## src/rtl/frame_pkg.sv

```systemverilog
// Shared definitions for the byte-strobe frame link.
// Used by both the reader (transmit) and writer (receive) sides.
package frame_pkg;

  localparam int BYTES_DEF = 16;
  localparam int SLOW_DEF  = 2;
  localparam int FRAME_LEN = BYTES_DEF + SLOW_DEF;

  typedef enum logic [2:0] {
    IDLE,
    SETUP,
    HIGH,
    LOW,
    DONE
  } state_t;

endpackage

```

## src/rtl/frame_reader_if.sv

```systemverilog
// Load/start/link bundle of the frame reader.
// master drives loads and start, slave drives the link side.
interface frame_reader_if;

  logic [7:0] fData;
  logic       fVal;
  logic [7:0] sData;
  logic       sVal;
  logic       start;
  logic [7:0] oData;
  logic       strob;
  logic       busy;
  logic       done;
  logic       ovf;
  logic       errStart;

  modport master (
    output fData, fVal, sData, sVal, start,
    input  oData, strob, busy, done, ovf, errStart
  );

  modport slave (
    input  fData, fVal, sData, sVal, start,
    output oData, strob, busy, done, ovf, errStart
  );

endinterface

```

## src/rtl/strob_phase_timer.sv

```systemverilog
// Phase down-counter: load a cycle count, report when it reads zero.
// Holds at zero until reloaded.
module strob_phase_timer #(
  parameter int W = 3
) (
  input  logic         clk,
  input  logic         rst,
  input  logic         load,
  input  logic [W-1:0] loadVal,
  output logic         zero
);

  logic [W-1:0] cnt;

  // load wins, otherwise count down and stick at zero
  always_ff @(posedge clk) begin
    if (rst) begin
      cnt <= '0;
    end else if (load) begin
      cnt <= loadVal;
    end else if (cnt != '0) begin
      cnt <= cnt - 1'b1;
    end
  end

  assign zero = (cnt == '0);

endmodule

```

## src/rtl/frame_reader.sv

```systemverilog
// Transmit side of the byte-strobe frame link: buffers fast and
// slow bytes, then serialises them with a slow SETUP/HIGH/LOW strobe.
module frame_reader
  import frame_pkg::*;
#(
  parameter int BYTES     = BYTES_DEF,
  parameter int SLOW      = SLOW_DEF,
  parameter int SETUP_CYC = 2,
  parameter int HI_CYC    = 4,
  parameter int LO_CYC    = 4
) (
  input logic           clk,
  input logic           rst,
  frame_reader_if.slave bus
);

  localparam int FLEN = BYTES + SLOW;
  localparam int IW   = $clog2(FLEN);
  localparam int FW   = $clog2(BYTES);
  localparam int SW   = $clog2(SLOW);
  localparam int FCW  = $clog2(BYTES + 1);
  localparam int SCW  = $clog2(SLOW + 1);
  localparam int MAXA = (SETUP_CYC > HI_CYC) ? SETUP_CYC : HI_CYC;
  localparam int MAXC = (MAXA > LO_CYC) ? MAXA : LO_CYC;
  localparam int TW   = $clog2(MAXC) + 1;

  localparam logic [FCW-1:0] FFULL = FCW'(BYTES);
  localparam logic [SCW-1:0] SFULL = SCW'(SLOW);
  localparam logic [IW-1:0]  IFAST = IW'(BYTES);
  localparam logic [IW-1:0]  ILAST = IW'(FLEN - 1);

  state_t         state, nxt;
  logic [IW-1:0]  idx, nIdx, sOff;
  logic [FCW-1:0] fCnt, fCntN;
  logic [SCW-1:0] sCnt, sCntN;
  logic [7:0]     fBuf [BYTES];
  logic [7:0]     sBuf [SLOW];
  logic [7:0]     nByte, oDataR;
  logic           strobR, ovfR, errR;
  logic           busyI, fAcc, sAcc, startOk;
  logic           tLoad, tZero, idxInc;
  logic [TW-1:0]  tVal;

  assign busyI   = state inside {SETUP, HIGH, LOW};
  assign fAcc    = bus.fVal && !busyI && (fCnt != FFULL);
  assign sAcc    = bus.sVal && !busyI && (sCnt != SFULL);
  assign fCntN   = fCnt + FCW'(fAcc);
  assign sCntN   = sCnt + SCW'(sAcc);
  assign startOk = bus.start && (state == IDLE)
                && (fCntN == FFULL) && (sCntN == SFULL);

  strob_phase_timer #(.W(TW)) uTimer (
    .clk     (clk),
    .rst     (rst),
    .load    (tLoad),
    .loadVal (tVal),
    .zero    (tZero)
  );

  // next state, phase timer reloads and byte advance
  always_comb begin
    nxt    = state;
    tLoad  = 1'b0;
    tVal   = '0;
    idxInc = 1'b0;
    unique case (state)
      IDLE: if (startOk) begin
        nxt   = SETUP;
        tLoad = 1'b1;
        tVal  = TW'(SETUP_CYC - 1);
      end
      SETUP: if (tZero) begin
        nxt   = HIGH;
        tLoad = 1'b1;
        tVal  = TW'(HI_CYC - 1);
      end
      HIGH: if (tZero) begin
        nxt   = LOW;
        tLoad = 1'b1;
        tVal  = TW'(LO_CYC - 1);
      end
      LOW: if (tZero) begin
        if (idx < ILAST) begin
          nxt    = SETUP;
          tLoad  = 1'b1;
          tVal   = TW'(SETUP_CYC - 1);
          idxInc = 1'b1;
        end else begin
          nxt = DONE;
        end
      end
      DONE: nxt = IDLE;
      default: nxt = IDLE;
    endcase
  end

  // byte for the next SETUP entry; byte 0 bypasses a same-clk load
  always_comb begin
    nByte = '0;
    nIdx  = idxInc ? idx + 1'b1 : '0;
    sOff  = nIdx - IFAST;
    if (nIdx < IFAST) begin
      nByte = fBuf[nIdx[FW-1:0]];
    end else begin
      nByte = sBuf[sOff[SW-1:0]];
    end
    if (nIdx == '0 && fAcc && fCnt == '0) begin
      nByte = bus.fData;
    end
  end

  // frame buffers, contents deliberately not reset
  always_ff @(posedge clk) begin
    if (fAcc) fBuf[fCnt[FW-1:0]] <= bus.fData;
    if (sAcc) sBuf[sCnt[SW-1:0]] <= bus.sData;
  end

  // state, counters and registered link outputs
  always_ff @(posedge clk) begin
    if (rst) begin
      state    <= IDLE;
      idx      <= '0;
      fCnt     <= '0;
      sCnt     <= '0;
      oDataR   <= '0;
      strobR   <= 1'b0;
      ovfR     <= 1'b0;
      errR     <= 1'b0;
    end else begin
      state  <= nxt;
      strobR <= (nxt == HIGH);
      ovfR   <= (bus.fVal && !fAcc) || (bus.sVal && !sAcc);
      errR   <= bus.start && !startOk;
      if (nxt == DONE) begin
        fCnt <= '0;
        sCnt <= '0;
      end else begin
        fCnt <= fCntN;
        sCnt <= sCntN;
      end
      if (startOk || idxInc) begin
        idx    <= nIdx;
        oDataR <= nByte;
      end
    end
  end

  assign bus.oData    = oDataR;
  assign bus.strob    = strobR;
  assign bus.busy     = busyI;
  assign bus.done     = (state == DONE);
  assign bus.ovf      = ovfR;
  assign bus.errStart = errR;

endmodule
```

## src/flat_wrapper.sv

```systemverilog
// flat-port wrapper written by rule: the top's interface ports become plain ports
module frame_reader_flat import frame_pkg::*;
#(
  parameter int BYTES     = BYTES_DEF,
  parameter int SLOW      = SLOW_DEF,
  parameter int SETUP_CYC = 2,
  parameter int HI_CYC    = 4,
  parameter int LO_CYC    = 4
)
  (clk, rst, bus_fData, bus_fVal, bus_sData, bus_sVal, bus_start, bus_oData, bus_strob, bus_busy, bus_done, bus_ovf, bus_errStart);
  frame_reader_if bus_i ();
  input logic clk;
  input logic rst;
  input wire logic [$bits(bus_i.fData)-1:0] bus_fData;
  input wire logic [$bits(bus_i.fVal)-1:0] bus_fVal;
  input wire logic [$bits(bus_i.sData)-1:0] bus_sData;
  input wire logic [$bits(bus_i.sVal)-1:0] bus_sVal;
  input wire logic [$bits(bus_i.start)-1:0] bus_start;
  output wire logic [$bits(bus_i.oData)-1:0] bus_oData;
  output wire logic [$bits(bus_i.strob)-1:0] bus_strob;
  output wire logic [$bits(bus_i.busy)-1:0] bus_busy;
  output wire logic [$bits(bus_i.done)-1:0] bus_done;
  output wire logic [$bits(bus_i.ovf)-1:0] bus_ovf;
  output wire logic [$bits(bus_i.errStart)-1:0] bus_errStart;
  assign bus_i.fData = bus_fData;
  assign bus_i.fVal = bus_fVal;
  assign bus_i.sData = bus_sData;
  assign bus_i.sVal = bus_sVal;
  assign bus_i.start = bus_start;
  assign bus_oData = bus_i.oData;
  assign bus_strob = bus_i.strob;
  assign bus_busy = bus_i.busy;
  assign bus_done = bus_i.done;
  assign bus_ovf = bus_i.ovf;
  assign bus_errStart = bus_i.errStart;
  frame_reader #(.BYTES(BYTES), .SLOW(SLOW), .SETUP_CYC(SETUP_CYC), .HI_CYC(HI_CYC), .LO_CYC(LO_CYC)) u_core (.clk(clk), .rst(rst), .bus(bus_i));
endmodule
```

## config.mk

```make
export PLATFORM = sky130hd
export DESIGN_NAME = frame_reader_flat
export DESIGN_NICKNAME = d
export VERILOG_FILES = /design/src/rtl/frame_pkg.sv /design/src/rtl/frame_reader_if.sv /design/src/rtl/strob_phase_timer.sv /design/src/rtl/frame_reader.sv /design/src/flat_wrapper.sv
export SDC_FILE = /design/constraint.sdc
export NUM_CORES = 1
export LEC_CHECK = 0
export ABC_AREA = 1
export ABC_CLOCK_PERIOD_IN_PS = 3300
export BUFFER_PORTS_ARGS = -buffer_cell sky130_fd_sc_hd__clkbuf_2
export CORE_MARGIN = 2
export CORE_UTILIZATION = 30
export CTS_BUF_LIST = sky130_fd_sc_hd__clkbuf_4
export DETAILED_ROUTE_END_ITERATION = 6
export GPL_ROUTABILITY_DRIVEN = 0
export MAX_ROUTING_LAYER = met4
export PLACE_DENSITY = 0.49
export SYNTH_ARGS = -nofsm -noshare
export SYNTH_HDL_FRONTEND = slang
export SYNTH_SLANG_ARGS = --single-unit
```

## constraint.sdc

```tcl
create_clock -name clk -period 3.3 [get_ports clk]
set_input_delay 0.165 -clock clk [delete_from_list [all_inputs] [get_ports clk]]
set_output_delay 0.165 -clock clk [all_outputs]
set_load 0.01 [all_outputs]
```

# Word-level counts from Yosys, hierarchy flattened
# Memory sizes are Yosys's and may differ from the RTL's.
# Index checks and enable logic that the tools add are counted.
[classes]
n_addsub = 5
order_cmp = 2
n_eq_ne = 10
muxes = 26
reduce_logical = 27
[ops]
columns = ["op", "n"]
rows = [
  ["3-bit two-way mux", 8],
  ["8-bit two-way mux", 2],
  ["1-bit logical AND", 12],
  ["3-bit case mux with 4 select lines", 1],
  ["1-bit two-way mux", 11],
  ["5-bit logical NOT", 2],
  ["5-bit < comparator, second input constant", 2],
  ["3-bit by 2-bit == test with 1-bit output, second input constant", 3],
  ["3-bit case mux with 3 select lines", 1],
  ["3-bit == test, second input constant", 2],
  ["3-bit logical NOT", 2],
  ["3-bit nonzero test", 2],
  ["5-bit by 1-bit adder with 5-bit output", 1],
  ["5-bit by 1-bit adder with 5-bit output, second input constant", 1],
  ["5-bit == test, second input constant", 1],
  ["5-bit two-way mux", 1],
  ["5-bit != test, second input constant", 1],
  ["1-bit logical NOT", 4],
  ["2-bit OR reduction", 2],
  ["3-bit by 1-bit == test with 1-bit output, second input constant", 1],
  ["1-bit case mux with 3 select lines", 1],
  ["3-bit by 1-bit subtractor with 3-bit output, second input constant", 1],
  ["2-bit by 1-bit adder with 2-bit output", 1],
  ["2-bit == test, second input constant", 1],
  ["5 further kinds", 6],
]
[word_totals]
regBits = 29
ramBits = 144
in_bits = 21
out_inout_bits = 13
wordCells = 81
memories = 2
[memory_table]
columns = ["memory", "depth", "width", "read_ports", "rd_ports_with_merged_regs", "wr", "line", "text"]
rows = [
  ["u_core.fBuf", 16, 8, 1, 0, 1, "frame_reader.sv:36", "logic [7:0] fBuf [BYTES];"],
  ["u_core.sBuf", 2, 8, 1, 0, 1, "frame_reader.sv:37", "logic [7:0] sBuf [SLOW];"],
]

# Longest topological paths before layout
# Gate-level depths: netlist of the first run.
[depth]
ltp_word = 13
depth_mapped = 16
mapped_depth_nobuf = 15

# Modules after synthesis
# From an unflattened synthesis of the first run, not the netlist that was laid out.
[hier_totals]
cells_unflattened = 810
area_unflattened_um2 = 7892.6
[modules_own_cells]
columns = ["module", "n_inst", "cells_per_inst", "area_each_um2", "seq_area_each_um2"]
rows = [
  ["frame_reader", 1, 782, 7693.6, 4844.6],
  ["strob_phase_timer", 1, 28, 198.9, 60.1],
]

# Least setup slack after synthesis of the first run
# No wires, ideal clock.
[synth_path]
path_type = "flip-flop to flip-flop"
startpoint = "register u_core.state[0]"
endpoint = "register u_core.oDataR[5], in the netlist u_core.bus.oData[5]"
setup_time_ns = 0.066
arrival_time_ns = 2.487
required_time_ns = 3.234
path_slack_ns = 0.747
path_stages_with_launch = 16
n_path_buf = 2
period_less_slack_ns = 2.553
cell_sequence = "dfxtp_1 > nor2_1 > nor2_2 > inv_1 > and3_1 > buf_4 > ha_1 > ha_1 > inv_1 > nand3_1 > nor3_1 > nand4_1 > nand2_1 > buf_2 > o21ai_0 > a21oi_2"
[synth_between]
elab_chain_cells = 10
elab_cells_between_ends = 29
classes_between = "add/sub: 3; order compare: 1; eq/ne: 5; mux: 4; reduce/logical: 14; memory: 2"
[synth_rtl]
columns = ["item", "line", "text"]
rows = [
  ["from (decl)", "frame_reader.sv:32", "state_t state, nxt;"],
  ["from (signal assigned)", "frame_reader.sv:130", "state <= nxt;"],
  ["3-bit by 1-bit == test with 1-bit output / 3-bit by 2-bit == test with 1-bit output (equally long branches)", "frame_reader.sv:44", "assign busyI = state inside {SETUP, HIGH, LOW};"],
  ["3-bit nonzero test (*)", "frame_reader.sv:44", ""],
  ["via bus_busy", "flat_wrapper.sv:21", "output wire logic [$bits(bus_i.busy)-1:0] bus_busy;"],
  ["1-bit logical NOT (*)", "frame_reader.sv:45", "assign fAcc = bus.fVal && !busyI && (fCnt != FFULL);"],
  ["1-bit logical AND (*) (2 in a row)", "frame_reader.sv:45", ""],
  ["5-bit by 1-bit adder with 5-bit output (*)", "frame_reader.sv:47", "assign fCntN = fCnt + FCW'(fAcc);"],
  ["via u_core.fCntN[1]", "frame_reader.sv:34", "logic [FCW-1:0] fCnt, fCntN;"],
  ["5-bit == test (*)", "frame_reader.sv:50", "&& (fCntN == FFULL) && (sCntN == SFULL);"],
  ["1-bit logical AND (*) (2 in a row)", "frame_reader.sv:50", ""],
  ["1-bit logical OR (*)", "frame_reader.sv:141", "if (startOk || idxInc) begin"],
  ["to (signal assigned)", "frame_reader.sv:143", "oDataR <= nByte;"],
  ["to (decl)", "frame_reader.sv:38", "logic [7:0] nByte, oDataR;"],
]
# The timed path passes the listed nets; every way through them passes the cells marked *.
# A chain may end at the register's enable or synchronous reset.

# Worst setup path after layout of the first run
[layout_path]
startpoint = "register u_core.idx[0]"
endpoint = "register u_core.oDataR[0], in the netlist u_core.bus.oData[0]"
[layout_between]
elab_chain_cells = 9
elab_cells_between_ends = 16
classes_between = "add/sub: 2; order compare: 2; mux: 6; reduce/logical: 4; memory: 2"
[layout_rtl]
columns = ["item", "line", "text"]
rows = [
  ["from (decl)", "frame_reader.sv:33", "logic [IW-1:0] idx, nIdx, sOff;"],
  ["from (signal assigned)", "frame_reader.sv:142", "idx <= nIdx;"],
  ["parallel branches: the longest is 9 deep, another holds memory read 16 x 8 bit", "n/a", ""],
]
# Several ways; the timed one is not identified.

==> summary.txt, run 1 <==
Status
  – Status: finished, final reports clean

Worst setup path
  – Reg2Reg Setup Slack: approximately 0.5 ns
  – Slowest stage delay, CP: ~0.58 ns
  – CP Max Fanout: 17
  – Crit path capture type: flop
  – Crit path buffers/inverters: 3
  – Worst r2r src: u_core.idx[0]$_SDFFE_PP0P_
  – CP cell instances: buf_4, ha_1, nand2_1, inv_1, nor2_1, nand3_4, clkinv_1, nand2_1, nand3_1, nand2_1, nand2_1, nand3_1, nand2_1, a21oi_1
  – Critical path type: reg2reg
  – Reg-to-Reg End: u_core.bus.oData[0]$_SDFFE_PP0P_
  – Crit path max-delay family: simple AND/OR/NAND/NOR gates
  – Cell depth of the worst flop-to-flop path: 14
  – CP startpoint kind: flop
  – Critical Path AT: ~3.3 ns
  – Req. time, crit path: roughly 3.8 ns
  – Cell mode on critical path: nand2_1
  – Slowest stage cell, crit path: clkinv_1

Logic synthesis
  – Area leader, netlist: edfxtp_1
  – Number of synthesized register bits: 173
  – Area fraction of the dominant cell type after synthesis: between 50% and 60%
  – Mapped Nets: approximately 780
  – Register area share after synthesis: 63.3%
  – Async SR Flop Fraction: 0%
  – Mean Syn Cell Area: ~10 sq um
  – Cell count after synthesis: between 700 and 800
  – Synth top area cells: edfxtp_1 (56%), dfxtp_1 (7.5%), nand2_1 (6.9%), nand3_1 (5.0%), nor2_1 (4.7%)
  – Synth warn: 0
  – Post-synth EDFFs: about 140
  – Netlist cell types: 39
  – Cell Area, Synth: 7750 sq um
  – Main synth FF type: edfxtp_1

Clock tree
  – Clock Path Buffers: 2
  – Clk root buf: clkbuf_4
  – Skew-Pair Late Insertion Delay: between 0.5 and 0.6 ns
  – Sink Count: ~170
  – Clk slew on worst S/H paths: 0.15 ns
  – Post-CTS sizing: 0
  – CTS Buf Count: 17
  – Cts hold-fix bufs: 13
  – H-tree levels: 4
  – CTS tree: done
  – Post-CTS Setup Bufs: 0

Final layout
  – Commonest non-fill, non-tap cell in the layout: edfxtp_1
  – Layout cells sized above 1: a little over an eighth
  – # nets final: roughly 820
  – Final core occ: 34.0%
  – Non-filler cells, final: between 1000 and 1500
  – Synth-to-layout area growth: 10.7%
  – Fillcell total: approximately 2600
  – Most frequent cells in the layout: edfxtp_1 (144), nand2_1 (143), nor2_1 (98)
  – Fin area: about 8600 sq um

Min path
  – Hold EP: u_core.fBuf[8][2]$_DFFE_PP_
  – Worst hold path type: in2reg
  – Hold_sp: bus_fData[2]
  – Worst hold path depth: 1

Place
  – Post-DP HPWL: 12.7 mm
  – DP Cell Count: ~1100
  – Port bufs: 33
  – Placed cell areas: between 8000 and 9000 sq um

Power and ir drop
  – Overall power: about 3.9 mW
  – Pwr dens: 449 nW/um^2
  – Internal power: approximately 2.8 mW
  – Combinational share of power: approximately 8.6%
  – Switch Pwr: about 1.0 mW
  – Clock share of power: between 20 and 30%
  – Peak VDD IR: approximately 190 uV
  – Static leakage: roughly 3.4 nW
  – Switching part of the total: about a quarter
  – Sequential share of power: between 60% and 70%

Floorplanning
  – Starting density of the core: between 30% and 40%
  – Die area: between 20000 and 30000 sq um
  – I/O Pins: 34
  – Core Region: between 20000 and 30000 sq um
  – Num rows: between 50 and 60
  – Die W: around 160 microns
  – DIE HEIGHT: between 150 and 200 microns

Timing
  – Fmax: approximately 0.36 GHz
  – Pins over their slew limit: 0
  – Rel. slew slack: roughly 36%
  – Final period utilization: about 85%
  – Setup TNS: 0 ns
  – Clk_skew: 0.0243 ns
  – Final setup viols: 0
  – Slew at the pin with the worst max-slew slack: 0.950 ns
  – RSZ-0062 raised after global routing: no
  – Crit path time final: roughly 2.8 ns
  – Final Hold Vio Count: 0

GRT
  – First-pass GRT wire length: 30.6 mm
  – Vias in the first global route: approximately 5300
  – Grt total ovfl: 0
  – Largest net degree at the start of global routing: 36
  – GRT Total Usage: approximately 16%
  – Initial antenna violation count: 2

Detailed routing
  – Vias per cell: roughly 4.6
  – Drc violations: 0
  – Drt wl/cell: 17.1 microns
  – Post-route ant nets: 0
  – Starting DRT DRC Count: 387
  – Routed WL: approximately 19 mm
  – DR vias: roughly 5200
  – DR pass1 iterations: 5

Run
  – Max_cap viols: 0
## sequential cells by signal (all words and copies together), names as in the netlist
signal,flops
u_core.bus.oData,8
u_core.state,3
u_core.fCnt,5
u_core.sBuf,16
u_core.bus.ovf,1
u_core.bus.errStart,1
u_core.uTimer.cnt,3
u_core.fBuf,128
u_core.idx,5
u_core.sCnt,2
u_core.bus.strob,1
## per-layer routing
metal  track usage [%]  vias up  wire (microns)
met5                 -        -               0
met4              3.83        0             215
met3              2.71       14             898
met2              25.0      107            9360
met1              21.1     2514            8970
li1                  -     2605               -
## how the worst max path moves through the flow
stage	startpoint	to	depth (start not counted)
after floorplan	u_core.state[0]$_SDFF_PP0_	u_core.bus.oData[5]$_SDFFE_PP0P_	15
after global placement	u_core.state[0]$_SDFF_PP0_	u_core.bus.oData[7]$_SDFFE_PP0P_	14
after detailed placement	u_core.state[0]$_SDFF_PP0_	u_core.uTimer.cnt[0]$_SDFFE_PP0P_	15
after CTS	u_core.state[0]$_SDFF_PP0_	u_core.bus.oData[0]$_SDFFE_PP0P_	14
after global routing	u_core.state[0]$_SDFF_PP0_	u_core.bus.oData[0]$_SDFFE_PP0P_	14
final	u_core.idx[0]$_SDFFE_PP0P_	u_core.bus.oData[0]$_SDFFE_PP0P_	14
## stage by stage
stage	setup WS (ns)	hold WS, ns
6_report	0.501	0.0709
4_1_cts	0.506	0.0481
3_5_place_dp	0.542	0.361
2_1_floorplan	0.747	0.264
3_3_place_gp	0.523	0.356
5_1_grt	0.160	0.0562
## synth_stat cells, types with 2 or more instances
master and n:
a21oi_1 16, a21oi_2 7, buf_2 6, buf_4 6
buf_6 7, clkbuf_1 12, clkinv_1 2, dfxtp_1 29
edfxtp_1 144, ha_1 7, inv_1 85, nand2_1 143
nand2_2 2, nand3_1 78, nand3_4 3, nand3b_1 11
nand4_1 19, nor2_1 98, nor2_8 4, nor3_1 3
o211ai_1 2, o21ai_0 22, o21ai_1 16, or2_2 8
xnor2_1 3, xor2_1 5
## worst register-to-register path, cell delays in order, from the launching register on
cell and delay, ns:
dfxtp_1 0.43, buf_4 0.20, ha_1 0.18, nand2_1 0.05
inv_1 0.08, nor2_1 0.07, nand3_4 0.20, clkinv_1 0.59
nand2_1 0.35, nand3_1 0.11, nand2_1 0.13, nand2_1 0.07
nand3_1 0.07, nand2_1 0.05, a21oi_1 0.15
## layout make-up
cell class,instances,area [sq um],share of cell area [%]
repair buffers,59,393,4.58
diodes,1,2.50,0.0292
flip-flops and latches,173,4900,57.2
inverters,88,330,3.85
well taps,330,413,4.81
clock inverters,13,95.1,1.11
multi-input cells,457,2300,26.9
clock buffers,18,135,1.58
## power by group through the flow
stage,registers (mW),clock network [mW],logic (mW)
after detailed placement,2.50,0,0.323
after CTS,2.45,1.11,0.338
final,2.45,1.07,0.330
after floorplan,2.50,0,0.215
after global routing,2.46,1.19,0.372
after global placement,2.50,0,0.321
## logic make-up after synthesis
logic type                 after synthesis  share of synthesized area (%)
buffers and inverters                  121                           6.95
and+or+nand+nor                        377                           23.0
adders and majority gates                7                           1.13
xor gates and xnor gates                 8                          0.905
AOI/OAI and AO/OA                       65                           4.67
DFF                                    173                           63.3
(Power assumes the default switching activity.)
==> inputs of run 2 (changes only) <==
ABC_CLOCK_PERIOD_IN_PS = 2850   (was 3300)
clock period = 2.85 ns   (was 3.3 ns; I/O delays follow)
==> summary.txt, run 2 (synthesis gave the netlist of run 1 again) <==
Final layout
  – Layout cells sized above 1: 14.9% (+1.8 points)
  – Commonest non-fill, non-tap cell in the layout: edfxtp_1
  – Synth-to-layout area growth: 12.7%
  – Fillcell total: 2632 (+0.80%)
  – Max FFs per register: 128 (unchanged)
  – # nets final: 838 (+1.7%)
  – Most frequent cells in the layout: edfxtp_1 (144), nand2_1 (143), nor2_1 (98)
  – Non-filler cells, final: 1154 (+1.3%)

Place
  – Post-DP HPWL: 13.0 mm (+2.4%)
  – DP Cell Count: 1109 (+1.4%)
  – Port bufs: 33 (unchanged)
  – Post-place setup slack: 0.297 ns (-0.244 ns)

Worst setup path
  – Critical Path AT: 3.06 ns (-0.25 ns)
  – Crit path capture type: flop
  – CP Max Fanout: 16 (-1)
  – Req. time, crit path: 3.39 ns (-0.42 ns)
  – CP startpoint kind: flop
  – Critical path type: reg2reg

Timing
  – Worst Slack Setup Final: 0.336 ns (-0.165 ns)
  – Clk_skew: 0.0202 ns (-0.00408 ns)
  – Fmax: 0.398 GHz (+11%)
  – Final period utilization: 88.2% (+3.4 points)
  – Crit path time final: 2.51 ns (-0.285 ns)
  – Slew at the pin with the worst max-slew slack: 0.710 ns (-0.241 ns)
  – Rel. slew slack: 52.5% (+16 points)
  – RSZ-0062 raised after global routing: no
  – Final setup viols: 0 (unchanged)
  – Final Hold Vio Count: 0 (unchanged)
  – Setup TNS: 0 ns (unchanged)
  – WHS: 0.0705 ns (-0.000403 ns)
  – Pins over their slew limit: 0 (unchanged)

Run
  – Max_cap viols: 0 (unchanged)

Detailed routing
  – Drt wl/cell: 17.3 microns (+1.3%)
  – Vias per cell: 4.59 (-0.19%)
  – Met3 WL: 885 microns (-1.4%)
  – WL met1: 9.11 mm (+1.5%)
  – Starting DRT DRC Count: 393 (+1.6%)
  – Post-route ant nets: 0 (unchanged)
  – DR pass1 iterations: 5 (unchanged)
  – Drc violations: 0 (unchanged)
  – DR vias: 5299 (+1.1%)
  – Met2 wire len: 9.58 mm (+2.4%)
  – Highest metal used: met4
  – Routed WL: 20.0 mm (+2.6%)

Clock tree
  – Clk root buf: clkbuf_4
  – Clock Path Buffers: 2 (unchanged)
  – Post-CTS Setup Bufs: 0 (unchanged)
  – H-tree levels: 4 (unchanged)
  – CTS tree: done
  – Sink Count: 173 (unchanged)
  – CTS Buf Count: 17 (unchanged)
  – Clk slew on worst S/H paths: 0.15 ns (about the same)
  – Skew-Pair Late Insertion Delay: 0.60 ns (about the same)

Status
  – Status: finished, final reports clean

Power and ir drop
  – Static leakage: 3.56 nW (+3.3%)
  – Pwr dens: 524 nW/um^2 (+17%)
  – Overall power: 4.57 mW (+19%)
  – Peak VDD IR: 213 uV (+12%)

GRT
  – Vias in the first global route: 5227 (-1.0%)
  – Initial antenna violation count: 1 (-1)
  – First-pass GRT wire length: 30.8 mm (+0.54%)
  – Largest net degree at the start of global routing: 63 (+75%)
  – GRT Total Usage: 16.0% (+0.22 points)
  – Grt total ovfl: 0 (unchanged)

Floorplanning
  – Starting density of the core: 30.7% (unchanged)
  – Die W: 165 microns (unchanged)
  – Num rows: 58 (unchanged)
  – Core Region: 25300 sq um (unchanged)
  – I/O Pins: 34 (unchanged)
  – Die area: 27100 sq um (unchanged)
  – DIE HEIGHT: 165 microns (unchanged)

Min path
  – Worst hold path type: in2reg
-- run 2: final timing paths --
check / cells after the start / startpoint / slack (ns) / endpoint
setup / recovery: 14 / u_core.state[0]$_SDFF_PP0_ / 0.34 / u_core.bus.oData[6]$_SDFFE_PP0P_
hold / removal: 1 / bus_fData[6] / 0.07 / u_core.fBuf[7][6]$_DFFE_PP_
setup reg to reg: 14 / u_core.state[0]$_SDFF_PP0_ / 0.34 / u_core.bus.oData[6]$_SDFFE_PP0P_
hold reg to reg: 2 / u_core.uTimer.cnt[1]$_SDFFE_PP0P_ / 0.50 / u_core.uTimer.cnt[1]$_SDFFE_PP0P_
-- run 2: repair_timing --
item / 4_1_cts / 5_1_grt
setup endpoints to repair: 0 / 4
gates resized for setup: 0 / 3
hold buffers: 12 / 0
hold endpoints to repair: 27 / 0
-- run 2: metrics by stage --
| stage | area [sq um] | util, % |
|---|---|---|
| detailed placement | 8340 | 33.0 |
| global route | 8730 | 34.6 |
| CTS | 8720 | 34.5 |
| finish | 8730 | 34.6 |
| global placement | 8340 | 33.0 |
| floorplan | 7750 | - |
-- run 2: worst max-delay path, stage by stage, from the launching register on --
cell	delay, ns
dfxtp_1	0.43
nor2_1	0.09
nor2_2	0.10
inv_1	0.07
and3_2	0.24
ha_1	0.20
ha_1	0.27
inv_1	0.08
nand3_1	0.07
nor3_1	0.18
nand4_1	0.16
nand2_1	0.15
buf_6	0.20
o21ai_0	0.12
a21oi_2	0.12
-- run 2: power breakdown --
group          switching, mW  internal, mW
clock network          0.891         0.459
logic                  0.254         0.131
registers             0.0250          2.81
total                   1.17          3.40
-- run 2: routing by layer --
layer  vias up  track usage [%]
li1       2643                -
met1      2531             20.0
met2       102             25.8
met3        23             3.34
met4         0             5.49
met5         -                -
-- run 2: layout make-up --
cell class,instances,area (sq um),share of cell area [%]
Clock buffer,19,143,1.63
Multi-Input combinational cell,457,2300,26.4
Antenna cell,1,2.50,0.0287
Clock inverter,13,118,1.35
Timing Repair Buffer,73,512,5.86
Inverter,88,330,3.78
Tap cell,330,413,4.73
Sequential cell,173,4900,56.2
==> inputs of run 3 (changes only) <==
SYNTH_HIERARCHICAL = 1   (was not set)
==> summary.txt, run 3 <==
Status
  – Status: finished, final reports clean

Detailed routing
  – Routed WL: 20.3 mm (+1.8%)
  – DR pass1 iterations: 4 (-1)
  – Starting DRT DRC Count: 441 (+12%)
  – Drt wl/cell: 16.6 microns (-4.3%)
  – DR vias: 5672 (+7.0%)
  – Post-route ant nets: 0 (unchanged)
  – Vias per cell: 4.62 (+0.67%)
  – Drc violations: 0 (unchanged)

Floorplanning
  – Core Region: 25900 sq um (+2.6%)
  – I/O Pins: 34 (unchanged)
  – Die W: 166 microns (+0.92%)
  – Num rows: 59 (+1.7%)
  – DIE HEIGHT: 166 microns (+0.92%)
  – Die area: 27600 sq um (+1.8%)
  – Starting density of the core: 30.5% (-0.21 points)

Timing
  – RSZ-0062 raised after global routing: yes
  – Worst Slack Setup Final: 0.218 ns (-0.118 ns)
  – Rel. slew slack: 48.7% (-3.8 points)
  – Slew at the pin with the worst max-slew slack: 0.766 ns (+0.0565 ns)
  – Final setup viols: 0 (unchanged)
  – Final period utilization: 92.4% (+4.1 points)
  – Pins over their slew limit: 0 (unchanged)
  – Clk_skew: 0.0244 ns (+0.00424 ns)
  – Fmax: 0.380 GHz (-4.5%)
  – Final Hold Vio Count: 0 (unchanged)
  – Crit path time final: 2.63 ns (+0.118 ns)

Logic synthesis
  – Number of synthesized register bits: 173 (unchanged)
  – Area leader, netlist: edfxtp_1
  – Main synth FF type: edfxtp_1
  – Cell count after synthesis: 810 (+7.9%)
  – Most frequent cell after synthesis: nand2_1
  – Async SR Flop Fraction: 0% (unchanged)
  – Mapped Nets: 838 (+7.6%)
  – Area fraction of the dominant cell type after synthesis: 54.8% (-1.0 points)
  – Post-synth top cells: nand2_1 (153), edfxtp_1 (144), inv_1 (124)
  – Synth warn: 6 (+6)
  – Cell Area, Synth: 7890 sq um (+1.9%)
  – Register area share after synthesis: 62.1% (-1.2 points)
  – Post-synth EDFFs: 144 (unchanged)
  – Netlist cell types: 37 (-5.1%)
  – Mean Syn Cell Area: 9.74 sq um (-5.5%)
  – Synth top area cells: edfxtp_1 (55%), dfxtp_1 (7.4%), nand2_1 (7.3%), inv_1 (5.9%), nand3_1 (5.0%)

Final layout
  – Final core occ: 35.1% (+0.58 points)
  – Most frequent cells in the layout: nand2_1 (152), edfxtp_1 (144), inv_1 (123)
  – Max FFs per register: 128 (unchanged)
  – Fillcell total: 2624 (-0.30%)
  – Layout cells sized above 1: 16.7% (+1.8 points)
  – Synth-to-layout area growth: 15.4%
  – # nets final: 906 (+8.1%)
  – Commonest non-fill, non-tap cell in the layout: nand2_1

Worst setup path
  – Critical path type: reg2reg
  – CP startpoint kind: flop
  – Req. time, crit path: 3.33 ns (-0.06 ns)
  – Cell mode on critical path: inv_1
  – CP Max Fanout: 7 (-9)
  – Slowest stage delay, CP: 0.35 ns (-0.08 ns)
  – Critical Path AT: 3.12 ns (+0.06 ns)
  – Slowest stage cell, crit path: dfxtp_2
  – Crit path capture type: flop
  – CP cell instances: inv_1, nand2_1, nor3_2, nand2_1, and3_1, ha_2, ha_4, nor3_4, nand3_2, nor4_4, inv_1, nand2_2, inv_2, nand3_4, inv_2, nand3_2, inv_1, nor2_1, nor2_1

Clock tree
  – Clock Path Buffers: 2 (unchanged)
  – H-tree levels: 4 (unchanged)
  – CTS Buf Count: 17 (unchanged)
  – Sink Count: 173 (unchanged)
  – Skew-Pair Late Insertion Delay: 0.57 ns (-0.03 ns)
  – Clk slew on worst S/H paths: 0.17 ns (+0.02 ns)
  – Clk root buf: clkbuf_4
  – CTS tree: done

GRT
  – Initial antenna violation count: 3 (+2)
  – First-pass GRT wire length: 31.9 mm (+3.7%)
  – GRT Total Usage: 15.5% (-0.42 points)
  – Largest net degree at the start of global routing: 31 (-51%)
  – Grt total ovfl: 0 (unchanged)
  – Vias in the first global route: 5551 (+6.2%)

Power and ir drop
  – Overall power: 4.74 mW (+3.7%)
  – Static leakage: 3.88 nW (+8.9%)
  – Pwr dens: 521 nW/um^2 (-0.62%)
  – Peak VDD IR: 289 uV (+36%)

Place
  – Port bufs: 33 (unchanged)
  – Post-DP HPWL: 13.7 mm (+6.0%)
  – Post-place setup slack: 0.0522 ns (-0.245 ns)

Run
  – Max_cap viols: 0 (unchanged)

Min path
  – Worst hold path type: in2reg
[run 3: cell count changes in the layout (fill, tap and decap cells not counted), sizes merged, moves of 3 or more]
cell,previous run,this run
clkinv,8,5
inv,90,138
nand3b,11,0
nand2,147,157
o21ai,38,33
nor3,3,10
nor2,104,95
nand4,19,41
buf,28,42
[run 3: path summary, 6_finish.rpt]
kind / from / to / slack [ns] / cells after the start
setup / recovery: u_core/fCnt[3]$_SDFF_PP0_ / u_core/uTimer/cnt[1]$_SDFFE_PP0P_ / 0.22 / 19
hold reg to reg: u_core/idx[3]$_SDFFE_PP0P_ / u_core/idx[3]$_SDFFE_PP0P_ / 0.52 / 2
hold / removal: bus_fData[3] / u_core/fBuf[12][3]$_DFFE_PP_ / 0.07 / 1
setup reg to reg: u_core/fCnt[3]$_SDFF_PP0_ / u_core/uTimer/cnt[1]$_SDFFE_PP0P_ / 0.22 / 19
[run 3: logic make-up after synthesis]
logic type,synth area share [%]
compound gates,3.96
xor+xnor,0.777
fa+ha+maj,1.11
buf+inv,8.69
flops,62.1
other cells,0.0475
simple gates,23.3
[run 3: metrics by stage]
| step | hold WS (ns) | instances | cell area [sq um] | setup TNS (ns) |
|---|---|---|---|---|
| after floorplan | 0.205 | 810 | 7900 | 0 |
| after global placement | 0.337 | 1182 | 8610 | 0 |
| after detailed placement | 0.340 | 1182 | 8610 | 0 |
| after CTS | 0.0212 | 1226 | 9030 | 0 |
| after global routing | 0.0387 | 1227 | 9100 | -0.0212 |
| final | 0.0668 | 1227 | 9100 | 0 |
[run 3: timing repair]
action | CTS | global route
hold endpoints to repair | 25 | 0
setup endpoints to repair | 0 | 16
resized for setup | 0 | 16
buffers inserted | 0 | 0
hold buffers | 12 | 0
[run 3: area by class of cell]
| class | count | area, sq um | share of cell area (%) |
|---|---|---|---|
| Clock buffer | 17 | 128 | 1.40 |
| Antenna cell | 1 | 2.50 | 0.0275 |
| Multi-Input combinational cell | 470 | 2380 | 26.1 |
| Tap cell | 335 | 419 | 4.60 |
| Inverter | 129 | 487 | 5.35 |
| Clock inverter | 15 | 169 | 1.86 |
| Sequential cell | 173 | 4910 | 53.9 |
| Timing Repair Buffer | 87 | 617 | 6.77 |
[run 3: power by group]
part | switching, mW | internal (mW)
clock network | 0.975 | 0.484
registers | 0.0288 | 2.81
logic | 0.283 | 0.155
[run 3: routing by layer]
metal,wire (microns),track usage [%],part of all wire [%],vias to the layer above
li1,-,-,-,2817
met1,9390,20.5,46,2717
met2,9700,24.5,48,111
met3,757,2.48,3.7,27
met4,462,5.18,2.3,0
met5,0,-,0,-
[run 3: worst max-delay path: cells and delay by family, from the launching register on]
| family | cells | cell delay, ns |
|---|---|---|
| buffers and inverters | 5 | 0.33 |
| DFF | 1 | 0.35 |
| adders and majority gates | 2 | 0.43 |
| and+or+nand+nor | 12 | 1.47 |
